===== src/rtl/sync_fifo_pkg.sv =====
// Shared constants, helpers and types for the flagged synchronous FIFO.
package sync_fifo_pkg;

  // Default geometry used when the FIFO is instantiated without overrides.
  localparam int unsigned DefWidth = 8;
  localparam int unsigned DefDepth = 16;

  // Read-mode encodings for the FWFT parameter.
  localparam int unsigned FIFO_STD  = 0;
  localparam int unsigned FIFO_FWFT = 1;

  // Fill counter needs one more bit than the pointers so it can represent DEPTH itself.
  function automatic int unsigned cnt_width(input int unsigned depth);
    return $clog2(depth) + 1;
  endfunction

  // Level flags, all derived from the fill count.
  typedef struct packed {
    logic wfull;
    logic rempty;
    logic almost_full;
    logic almost_empty;
  } fifo_flags_t;

endpackage


===== src/rtl/sync_fifo_flags_dual_port_ram.sv =====
// Simple dual-port RAM: one synchronous write port, one registered read port, no reset.
module dual_port_ram #(
  parameter int unsigned WIDTH = 8,
  parameter int unsigned DEPTH = 16
) (
  input  logic                     clk,
  input  logic                     wen,
  input  logic [$clog2(DEPTH)-1:0] waddr,
  input  logic [WIDTH-1:0]         wdata,
  input  logic                     ren,
  input  logic [$clog2(DEPTH)-1:0] raddr,
  output logic [WIDTH-1:0]         rdata
);

  logic [WIDTH-1:0] mem [DEPTH];

  // Write port: store wdata at waddr on an enabled edge.
  always_ff @(posedge clk) begin
    if (wen) begin
      mem[waddr] <= wdata;
    end
  end

  // Read port: read-before-write; rdata holds when ren is low.
  always_ff @(posedge clk) begin
    if (ren) begin
      rdata <= mem[raddr];
    end
  end

endmodule


===== src/rtl/sync_fifo_flags.sv =====
// Synchronous FIFO with selectable read mode, fill count, programmable
// almost-full/almost-empty thresholds and overflow/underflow pulses.
module sync_fifo_flags
  import sync_fifo_pkg::*;
#(
  parameter int unsigned WIDTH    = DefWidth,
  parameter int unsigned DEPTH    = DefDepth,
  parameter int unsigned FWFT     = FIFO_STD,
  parameter int unsigned AF_LEVEL = DEPTH - 2,
  parameter int unsigned AE_LEVEL = 2
) (
  input  logic                        clk,
  input  logic                        rst_n,
  input  logic                        winc,
  input  logic [WIDTH-1:0]            wdata,
  input  logic                        rinc,
  output logic [WIDTH-1:0]            rdata,
  output logic                        wfull,
  output logic                        rempty,
  output logic                        almost_full,
  output logic                        almost_empty,
  output logic [cnt_width(DEPTH)-1:0] data_cnt,
  output logic                        wovf,
  output logic                        rudf
);

  localparam int unsigned AW = $clog2(DEPTH);
  localparam int unsigned CW = cnt_width(DEPTH);

  logic [AW-1:0]    wptr_q, wptr_d;
  logic [AW-1:0]    rptr_q, rptr_d;
  logic [CW-1:0]    cnt_q, cnt_d;
  fifo_flags_t      flags_q, flags_d;
  logic             wovf_q, rudf_q;
  logic             wr_acc, rd_acc;

  // Read-path state: zero_q masks the un-reset RAM output register until it
  // holds real data; byp_q forwards a write that lands on the new head slot.
  logic             zero_q, zero_d;
  logic             byp_q, byp_d;
  logic [WIDTH-1:0] byp_data_q;

  logic             ram_ren;
  logic [AW-1:0]    ram_raddr;
  logic [WIDTH-1:0] ram_rdata;

  // Accept decisions, next pointers and next fill count.
  always_comb begin
    wr_acc = winc & ~flags_q.wfull;
    rd_acc = rinc & ~flags_q.rempty;
    wptr_d = wptr_q + AW'(wr_acc);
    rptr_d = rptr_q + AW'(rd_acc);
    cnt_d  = cnt_q;
    case ({wr_acc, rd_acc})
      2'b10:   cnt_d = cnt_q + CW'(1);
      2'b01:   cnt_d = cnt_q - CW'(1);
      default: cnt_d = cnt_q;
    endcase
  end

  // Flags are computed from the next count so they are exact right after the op.
  always_comb begin
    flags_d              = '0;
    flags_d.wfull        = (cnt_d == CW'(DEPTH));
    flags_d.rempty       = (cnt_d == '0);
    flags_d.almost_full  = (cnt_d >= CW'(AF_LEVEL));
    flags_d.almost_empty = (cnt_d <= CW'(AE_LEVEL));
  end

  // Read-port steering: FWFT prefetches the next head every cycle, standard
  // mode reads only on an accepted pop.
  always_comb begin
    ram_ren   = 1'b0;
    ram_raddr = rptr_q;
    byp_d     = 1'b0;
    zero_d    = zero_q;
    if (FWFT == FIFO_FWFT) begin
      ram_ren   = 1'b1;
      ram_raddr = rptr_d;
      // The RAM reads old contents when the new head is written this edge.
      byp_d     = wr_acc && (wptr_q == rptr_d);
      if (wr_acc) begin
        zero_d = 1'b0;
      end
    end else begin
      ram_ren   = rd_acc;
      ram_raddr = rptr_q;
      if (rd_acc) begin
        zero_d = 1'b0;
      end
    end
  end

  // Pointer, count, flag, pulse and read-path state with synchronous reset.
  always_ff @(posedge clk) begin
    if (!rst_n) begin
      wptr_q     <= '0;
      rptr_q     <= '0;
      cnt_q      <= '0;
      flags_q    <= '{wfull: 1'b0, rempty: 1'b1, almost_full: 1'b0, almost_empty: 1'b1};
      wovf_q     <= 1'b0;
      rudf_q     <= 1'b0;
      zero_q     <= 1'b1;
      byp_q      <= 1'b0;
      byp_data_q <= '0;
    end else begin
      wptr_q     <= wptr_d;
      rptr_q     <= rptr_d;
      cnt_q      <= cnt_d;
      flags_q    <= flags_d;
      wovf_q     <= winc & flags_q.wfull;
      rudf_q     <= rinc & flags_q.rempty;
      zero_q     <= zero_d;
      byp_q      <= byp_d;
      byp_data_q <= wdata;
    end
  end

  dual_port_ram #(
    .WIDTH (WIDTH),
    .DEPTH (DEPTH)
  ) u_ram (
    .clk   (clk),
    .wen   (wr_acc),
    .waddr (wptr_q),
    .wdata (wdata),
    .ren   (ram_ren),
    .raddr (ram_raddr),
    .rdata (ram_rdata)
  );

  // Output data: zero after reset, forwarded write on a head collision, else RAM.
  always_comb begin
    if (zero_q) begin
      rdata = '0;
    end else if (byp_q) begin
      rdata = byp_data_q;
    end else begin
      rdata = ram_rdata;
    end
  end

  assign wfull        = flags_q.wfull;
  assign rempty       = flags_q.rempty;
  assign almost_full  = flags_q.almost_full;
  assign almost_empty = flags_q.almost_empty;
  assign data_cnt     = cnt_q;
  assign wovf         = wovf_q;
  assign rudf         = rudf_q;

endmodule


===== config.mk =====
export PLATFORM = sky130hd
export DESIGN_NAME = sync_fifo_flags
export DESIGN_NICKNAME = d
export VERILOG_FILES = /design/src/rtl/sync_fifo_pkg.sv /design/src/rtl/sync_fifo_flags_dual_port_ram.sv /design/src/rtl/sync_fifo_flags.sv
export SDC_FILE = /design/constraint.sdc
export NUM_CORES = 1
export LEC_CHECK = 0
export BUFFER_PORTS_ARGS = -buffer_cell sky130_fd_sc_hd__buf_2
export CAP_MARGIN = 20
export CORE_MARGIN = 2
export CORE_UTILIZATION = 40
export DETAILED_ROUTE_END_ITERATION = 6
export GPL_TIMING_DRIVEN = 0
export RECOVER_POWER = 50
export SETUP_SLACK_MARGIN = 0.02
export SLEW_MARGIN = 10
export SYNTH_ARGS = -nofsm -noshare
export SYNTH_HDL_FRONTEND = slang
export SYNTH_SLANG_ARGS = --single-unit

===== constraint.sdc =====
create_clock -name clk -period 3 [get_ports clk]
set_input_delay 0.15 -clock clk [delete_from_list [all_inputs] [get_ports clk]]
set_output_delay 0.15 -clock clk [all_outputs]
set_load 0.03 [all_outputs]

* After elaboration in Yosys (flattened, before gate mapping)
Memories as Yosys holds them, arrays and structs flattened. A register that Yosys moved wholly into a read port is not among the register bits.
Cells that the tools add are included.
** Word-level totals
- Register bits after elaboration :: 20
- Latch bits :: 0
- Bits in writable memories :: 128
- Bits in read-only memories :: 0
- Output and inout port bits :: 19
- Word-level logic and storage cells :: 31
- Memories :: 1
** Cells by class
- Add/subtract/negate cells :: 4
- $mul :: 0
- Divide/modulo/power cells :: 0
- Magnitude comparators :: 2
- Equal/unequal tests :: 3
- Shift operators :: 0
- Muxes and demuxes :: 4
- Bitwise logic cells :: 6
- Reduce and logical (&&, ||, !) cells :: 1
** Memories
- u_ram.mem :: depth 16, bits a word 8, read ports 1, clocked after Yosys merged registers in 1, write ports 1, RTL line sync_fifo_flags_dual_port_ram.sv:15 : logic [WIDTH-1:0] mem [DEPTH];
** Operators by type and width (count)
- 5-bit case mux with 2 select lines :: 1
- 4-bit by 1-bit adder with 4-bit output :: 2
- 8-bit 2-to-1 mux :: 1
- 5-bit by 1-bit adder with 5-bit output, second input constant :: 1
- 5-bit == test, second input constant :: 1
- 5-bit by 4-bit >= comparator with 1-bit output, second input constant :: 1
- 5-bit by 2-bit <= comparator with 1-bit output, second input constant :: 1
- 5-bit zero test :: 1
- 5-bit by 1-bit subtractor with 5-bit output, second input constant :: 1
- 1-bit bitwise AND :: 4
- 2-bit by 1-bit == test with 1-bit output, second input constant :: 1
- 2-bit == test, second input constant :: 1
- 1-bit 2-to-1 mux :: 2
- 1-bit NOT :: 2

* Longest topological paths before layout
Gate-level depths: netlist of run 1.
- Depth after elaboration :: 5
- Gate-level depth with buffers :: 11
- Mapped depth without buffers :: 11

* Modules after synthesis
Synthesis of run 1 repeated with hierarchy kept, for this count alone.
** Second synthesis, totals
- Cell total of the unflattened synthesis :: 337
- Area, all modules :: 6321.1 µm²
** Modules (own cells, without submodules)
- dual_port_ram :: times used 1, cells each 229, area an instance 5227.5 µm², sequential area each 4083.9 µm²
- sync_fifo_flags :: times used 1, cells each 108, area an instance 1093.5 µm², sequential area each 400.4 µm²

* Worst setup path before layout of run 1
OpenSTA, ideal clock, no wires.
- Kind :: register -> register
- Start point :: reg flags_q, in the netlist rempty
- End point :: reg flags_q, in the netlist almost_full
- Library setup time :: 0.122 ns
- Data arrival time :: 2.431 ns
- Data required time :: 2.878 ns
- Setup slack :: 0.448 ns
- Cell stages (with the launch flop) :: 12
- Buffers on the path :: 0
- Period minus slack after synthesis :: 2.552 ns
- Path through :: dfxtp_1 -> nand2b_4 -> inv_2 -> nand2_1 -> xnor2_1 -> ha_1 -> a21oi_2 -> nor3_1 -> a2111oi_2 -> xor2_1 -> and2_1 -> a221o_1
** On the way
- Longest elaborated chain between the ends :: 5
- Elaborated cells between the ends (all ways) :: 6
- Classes of those cells :: order compare: 1; eq/ne: 2; mux: 1; bitwise: 2
** RTL lines
- start, declared :: RTL line sync_fifo_flags.sv:33 : fifo_flags_t flags_q, flags_d;
- start signal, assigned :: RTL line sync_fifo_flags.sv:100 : flags_q <= '{wfull: 1'b0, rempty: 1'b1, almost_full: 1'b0, almost_empty: 1'b1};
- start signal, assigned :: RTL line sync_fifo_flags.sv:110 : flags_q <= flags_d;
- 1-bit NOT (*) :: RTL line sync_fifo_flags.sv:50 : rd_acc = rinc & ~flags_q.rempty;
- 1-bit bitwise AND (*) :: RTL line sync_fifo_flags.sv:50
- 2-bit by 1-bit == test with 1-bit output / 2-bit == test (equally long branches) :: RTL line sync_fifo_flags.sv:54 : case ({wr_acc, rd_acc})
- 5-bit case mux with 2 select lines (*) :: RTL line sync_fifo_flags.sv:54
- 5-bit by 4-bit >= comparator with 1-bit output (*) :: RTL line sync_fifo_flags.sv:66 : flags_d.almost_full = (cnt_d >= CW'(AF_LEVEL));
Mark *: on every way between the ends. The rest lies on a longest branch, timed or not.
A chain may end at the register's enable or synchronous reset.

* Worst setup path after layout of run 1
Ends and elaborated chain as after synthesis.

==> results.json, run 1 <==
{
  "outcome": "finished, final reports clean",
  "cts_max_path_buffers": 2,
  "cap_violations": 0,
  "synth.largest_area_cell": "sky130_fd_sc_hd__edfxtp_1",
  "synth.net_count": 334,
  "synthesis.area_um2": 6220,
  "design.die.area_um2": 16600,
  "area_delta_synth_final_pct": 15.7,
  "worst_skew_pair.late_latency_ps": 420,
  "hold_class": "input pin to register",
  "detail_route.vias_per_cell": 5.43,
  "peakVddDrop_mv": 0.400,
  "first_global_vias": 3160,
  "power.share.switching": 0.259,
  "cts_root_buffer": "sky130_fd_sc_hd__clkbuf_16",
  "critical_path_fanouts_max": 13,
  "tritoncts": "built",
  "most-common-layout-cells": "sky130_fd_sc_hd__edfxtp_1 (136), sky130_fd_sc_hd__mux4_2 (40), sky130_fd_sc_hd__clkbuf_1 (28), sky130_fd_sc_hd__dfxtp_1 (20), sky130_fd_sc_hd__clkbuf_16 (17)",
  "detailed_place_hpwl_um": 8200,
  "critPathRequiredTime_ps": 3300,
  "hold_viol_final": 0,
  "cts_sinks": 156,
  "cts_h_tree_lvls": 4,
  "chipWidth_um": 129,
  "numPortBuffers": 30,
  "skew_ps": 21.2,
  "gpl.final_weighted_congestion": 0.736,
  "grt_overflow": 0,
  "top_level_ports": 31,
  "timing.final.setup_violations": 0,
  "ant_nets": 0,
  "synth_area_leaders": "sky130_fd_sc_hd__edfxtp_1 (66%), sky130_fd_sc_hd__mux4_2 (14%), sky130_fd_sc_hd__dfxtp_1 (6.4%)",
  "cell_internal_pwr_w": 0.00395,
  "effective_utilization_at_floorplan": 0.409,
  "dr.pass1.iters": 4,
  "timing.critical_path.cells": "nand2b_4, clkinv_2, nand2_2, xnor2_1, ha_1, a21oi_2, nor3_1, a2111oi_2, xor2_1, and2_1, a221o_1",
  "ys_dominant_reg_cell": "sky130_fd_sc_hd__edfxtp_1",
  "crit_type": "register to register",
  "met3_track_utilization_from_global_routing": 0.0420,
  "cp_top_family": "compound AO/OA/AOI/OAI gates",
  "post-route-min-period_ps": 2730,
  "worst_path_largest_cell_delay_ps": 410,
  "core_area_um2": 15200,
  "gr_layer_usage_met1": 0.224,
  "post_synth_inst_count": 317,
  "placement_rows": 45,
  "post-route-period-util": 0.911,
  "postSynth.asyncResetShare": 0,
  "max_slew_margin": 0.260,
  "edff_count_synth": 136,
  "yosysWarningCount": 0,
  "synth.lib_cells_used.distinct": 43,
  "slew_viol_final": 0,
  "die_height_um": 129,
  "clock.fmax_mhz": 366,
  "dp_slack_ps": 181,
  "power_per_cell_area_nw_per_um2": 741,
  "synthesized_area_per_cell_um2": 19.6,
  "grt_antenna_before_repair": 0,
  "post-synth-top-area-fraction": 0.657,
  "leakage_nw": 2.34,
  "drt_first_iter_violations": 247,
  "largest_net_degree_at_the_start_of_global_routing": 17,
  "global_route.usage.met2": 0.261,
  "grt_first_pass_wirelength_um": 19000,
  "synth.yosys.seq_area_share": 0.721,
  "post_route_cells_drive_above_1_share": 0.277,
  "seqPwrFrac": 0.470,
  "global_route.peak_usage_layer": "met2",
  "cts_made_buffers": 17,
  "worstSetupStartpointType": "register",
  "worst_setup_hold_path_clk_slew_ps": 70,
  "postSynthRegisterBits": 156,
  "totalNegativeSetupSlack_ps": 0,
  "post-route-worst-setup-slack_ps": 266,
  "grt_setup_unrepaired": "no",
  "netSwitchingPower_w": 0.00138,
  "dr_total_vias": 3101,
  "timing.critical_path.to_type": "register",
  "critical_path_buf_inv_count": 1,
  "antennaDiodeCount": 0,
  "detail_route.wl_per_cell_um": 21.9,
  "critical_path_arrival_ps": 3030,
  "worst_path_max_delay_cell": "sky130_fd_sc_hd__a2111oi_2",
  "tightest_pin_transition_ps": 1110,
  "share_clk_of_total_power": 0.381,
  "power_frac_comb": 0.150,
  "mostFrequentLayoutCell": "sky130_fd_sc_hd__edfxtp_1",
  "drc": 0,
  "grt_use_total": 0.163,
  "design.final.nets": 387,
  "route.final.wire_length_um": 12500
}
-- power groups by stage --
| stage | registers (W) | logic [W] | clock network, W |
|---|---|---|---|
| CTS | 0.00250 | 0.000820 | 0.00206 |
| finish | 0.00250 | 0.000798 | 0.00203 |
| global route | 0.00251 | 0.000865 | 0.00216 |
| global placement | 0.00254 | 0.000800 | 0 |
| detailed placement | 0.00255 | 0.000818 | 0 |
| floorplan | 0.00259 | 0.000545 | 0 |
-- flip-flops by register name, indices dropped and copies added (netlist names) --
register,flops
almost_full,1
wovf,1
data_cnt,5
almost_empty,1
wfull,1
u_ram.mem,128
zero_q,1
rudf,1
u_ram.rdata,8
rempty,1
ram_raddr,4
wptr_q,4
-- synth_stat cells (all sizes together), types with 2 or more instances --
master	instances
edfxtp	136
mux4	40
dfxtp	20
nor2	16
and2	11
nor2b	10
clkbuf	9
buf	8
nor3	8
ha	5
nand2	5
nor4b	5
xnor2	5
nand2b	4
xor2	4
and3	3
inv	3
nand3	3
o21a	3
a21o	2
a21oi	2
a221oi	2
or3	2
-- final timing paths --
check / start / to / slack (ps) / cells past startpoint
max: rempty$_SDFF_PN1_ / almost_full$_SDFF_PN0_ / 270 / 11
min: rinc / rudf$_SDFF_PN0_ / 30 / 2
max reg2reg: rempty$_SDFF_PN1_ / almost_full$_SDFF_PN0_ / 270 / 11
min reg2reg: rempty$_SDFF_PN1_ / rudf$_SDFF_PN0_ / 500 / 1
-- what timing repair did --
item                                    CTS  global route
hold buffers                              1             0
setup buffers                             0             0
gates resized for setup                   0             2
endpoints found under the hold margin     1             0
endpoints found under the setup margin    0             2
-- cells by family after synthesis --
kind of cell	after synthesis	synth area share
compound gates	16	0.0244
simple gates	69	0.0660
flops	156	0.721
mux	41	0.147
fa+ha+maj	5	0.0101
xor+xnor	10	0.0165
buf+inv	20	0.0153
-- final cells by class --
| cell class | instances | area (um2) |
|---|---|---|
| plain buffers | 17 | 81.3 |
| clock buffers | 17 | 425 |
| clock inverters | 15 | 138 |
| fillers | 1265 | 8010 |
| inverters | 3 | 15.0 |
| multi-input cells | 141 | 1660 |
| flip-flops and latches | 156 | 4480 |
| well taps | 188 | 235 |
| repair buffers | 34 | 159 |
-- stage by stage --
step	hold WS (ps)	cells	util	area, um2	power (W)
final	27.9	571	0.473	7190	0.00533
after detailed placement	411	538	0.437	6650	0.00337
after floorplan	243	317	-	6220	0.00314
after CTS	10.1	571	0.475	7220	0.00539
after global routing	12.6	571	0.473	7190	0.00554
after global placement	401	535	0.434	6600	0.00334
-- per-layer routing --
layer | share of wire | vias to the layer above
li1 | - | 1379
met1 | 0.43 | 1627
met2 | 0.50 | 91
met3 | 0.065 | 4
met4 | 0.0078 | 0
met5 | 0 | -
(Power assumes the default switching activity.)
==> inputs of run 2 (changes only) <==
==> constraint.sdc (replaced) <==
create_clock -name clk -period 3 [get_ports clk]
set_input_delay 0.15 -clock clk [delete_from_list [all_inputs] [get_ports clk]]
set_output_delay 0.15 -clock clk [all_outputs]
set_load 0.005 [all_outputs]
==> results.json, run 2 (same netlist as run 1, synthesis figures left out) <==
{
  "timing.critical_path.to_type": "register",
  "combined_area_of_the_multi_input_logic_cells_um2": 1660,
  "detail_route.vias_per_cell": 5.43,
  "tightest_pin_transition_ps": 1160,
  "cts.repair_timing.setup_buffer_count": 0,
  "outcome": "finished, final reports clean",
  "worst_path_largest_cell_delay_ps": 410,
  "timing.critical_path.cells": "nand2b_4, clkinv_2, nand2_2, xnor2_1, ha_1, a21oi_2, nor3_1, a2111oi_2, xor2_1, and2_1, a221o_1",
  "cts_made_buffers": 17,
  "placement_rows": 45,
  "post_route_cells_drive_above_1_share": 0.287,
  "grt_first_pass_wirelength_um": 19000,
  "cts_root_buffer": "sky130_fd_sc_hd__clkbuf_16",
  "most-common-layout-cells": "sky130_fd_sc_hd__edfxtp_1 (136), sky130_fd_sc_hd__mux4_2 (40), sky130_fd_sc_hd__clkbuf_1 (24), sky130_fd_sc_hd__dfxtp_1 (20), sky130_fd_sc_hd__buf_2 (19)",
  "place_area_um2": 6650,
  "max_slew_margin": 0.224,
  "first_global_vias": 3160,
  "drt_first_iter_violations": 252,
  "drc": 0,
  "worst_path_max_delay_cell": "sky130_fd_sc_hd__a2111oi_2",
  "gpl.final_weighted_congestion": 0.736,
  "final_area_um2": 7200,
  "effective_utilization_at_floorplan": 0.409,
  "worst_setup_hold_path_clk_slew_ps": 70,
  "hold_class": "input pin to register",
  "largest_net_degree_at_the_start_of_global_routing": 17,
  "slew_viol_final": 0,
  "detailed_place_hpwl_um": 8200,
  "cts_h_tree_lvls": 4,
  "design.die.area_um2": 16600,
  "detail_route.wl_per_cell_um": 21.7,
  "cp_top_family": "compound AO/OA/AOI/OAI gates",
  "top_level_ports": 31,
  "route.final.wire_length_um": 12400,
  "antennaDiodeCount": 0,
  "ant_nets": 0,
  "clock.fmax_mhz": 365,
  "largest_reg_flops": 128,
  "totalNegativeSetupSlack_ps": 0,
  "fin_cells": 571,
  "cts_sinks": 156,
  "num-fill-cells": 1263,
  "power_per_cell_area_nw_per_um2": 730,
  "critPathRequiredTime_ps": 3300,
  "numPortBuffers": 30,
  "post-route-min-period_ps": 2740,
  "hold_viol_final": 0,
  "area_delta_synth_final_pct": 15.8,
  "leakage_nw": 2.35,
  "chipWidth_um": 129,
  "grt_overflow": 0,
  "design.final.nets": 387,
  "cts_max_path_buffers": 2,
  "core_area_um2": 15200,
  "crit_type": "register to register",
  "grt_setup_unrepaired": "no",
  "worst_skew_pair.late_latency_ps": 420,
  "place_inst": 538,
  "skew_ps": 14.7,
  "grt_use_total": 0.163,
  "grt_antenna_before_repair": 0,
  "dr.pass1.iters": 4,
  "critical_path_fanouts_max": 13,
  "worstSetupStartpointType": "register",
  "largest_register": "u_ram.mem",
  "area.sequential_um2": 4480,
  "critical_path_buf_inv_count": 1,
  "timing.final.setup_violations": 0,
  "tritoncts": "built",
  "mostFrequentLayoutCell": "sky130_fd_sc_hd__edfxtp_1",
  "cap_violations": 0,
  "critical_path_arrival_ps": 3040,
  "holdWs_ps": 24.4,
  "peakVddDrop_mv": 0.402,
  "dr_total_vias": 3100,
  "post-route-period-util": 0.913,
  "die_height_um": 129,
  "post-layout-total-power_w": 0.00526
}
## run 2: cell types whose count changed in the layout (fill, tap and decap cells not counted), sizes merged
cell / change
clkbuf: -4
buf: +4
## run 2: worst register-to-register path, stage by stage, from the launching register on
cell and delay, ps:
sky130_fd_sc_hd__dfxtp_1 340, sky130_fd_sc_hd__nand2b_4 150, sky130_fd_sc_hd__clkinv_2 250, sky130_fd_sc_hd__nand2_2 240, sky130_fd_sc_hd__xnor2_1 90, sky130_fd_sc_hd__ha_1 220, sky130_fd_sc_hd__a21oi_2 220, sky130_fd_sc_hd__nor3_1 90
sky130_fd_sc_hd__a2111oi_2 410, sky130_fd_sc_hd__xor2_1 140, sky130_fd_sc_hd__and2_1 220, sky130_fd_sc_hd__a221o_1 270
## run 2: repair_timing
action | in CTS | in global routing
resized for setup | 0 | 2
hold buffers | 1 | 0
endpoints found under the setup margin | 0 | 2
endpoints found under the hold margin | 1 | 0
## run 2: layout make-up
class / count / area share
Sequential cell: 156 / 0.623
Tap cell: 188 / 0.0327
Inverter: 3 / 0.00208
Timing Repair Buffer: 34 / 0.0226
Clock buffer: 17 / 0.0591
Clock inverter: 15 / 0.0191
Multi-Input combinational cell: 141 / 0.231
Buffer: 17 / 0.0113
## run 2: metrics by stage
stage,worst slack (ps),utilization
after floorplan,579,-
final,262,0.474
after detailed placement,181,0.437
after global placement,237,0.434
after global routing,31.5,0.474
after CTS,168,0.475
## run 2: where the power goes
| part | switching, W | total [W] | internal (W) |
|---|---|---|---|
| clock network | 0.000876 | 0.00203 | 0.00115 |
| logic | 0.000380 | 0.000724 | 0.000344 |
| registers | 0.0000503 | 0.00250 | 0.00245 |
| total | 0.00131 | 0.00526 | 0.00395 |
## run 2: worst paths after layout
check,startpoint,endpoint,slack (ps),depth (start not counted)
min reg2reg,rempty$_SDFF_PN1_,rudf$_SDFF_PN0_,500,1
max reg2reg,rempty$_SDFF_PN1_,almost_full$_SDFF_PN0_,260,11
max,rempty$_SDFF_PN1_,almost_full$_SDFF_PN0_,260,11
min,rinc,rudf$_SDFF_PN0_,20,2
## run 2: routing by layer
layer,track usage,routed length (um),part of all wire
met5,0,0,0
met3,0.0420,716,0.058
met4,0.0460,159,0.013
met2,0.261,6150,0.50
met1,0.224,5390,0.43
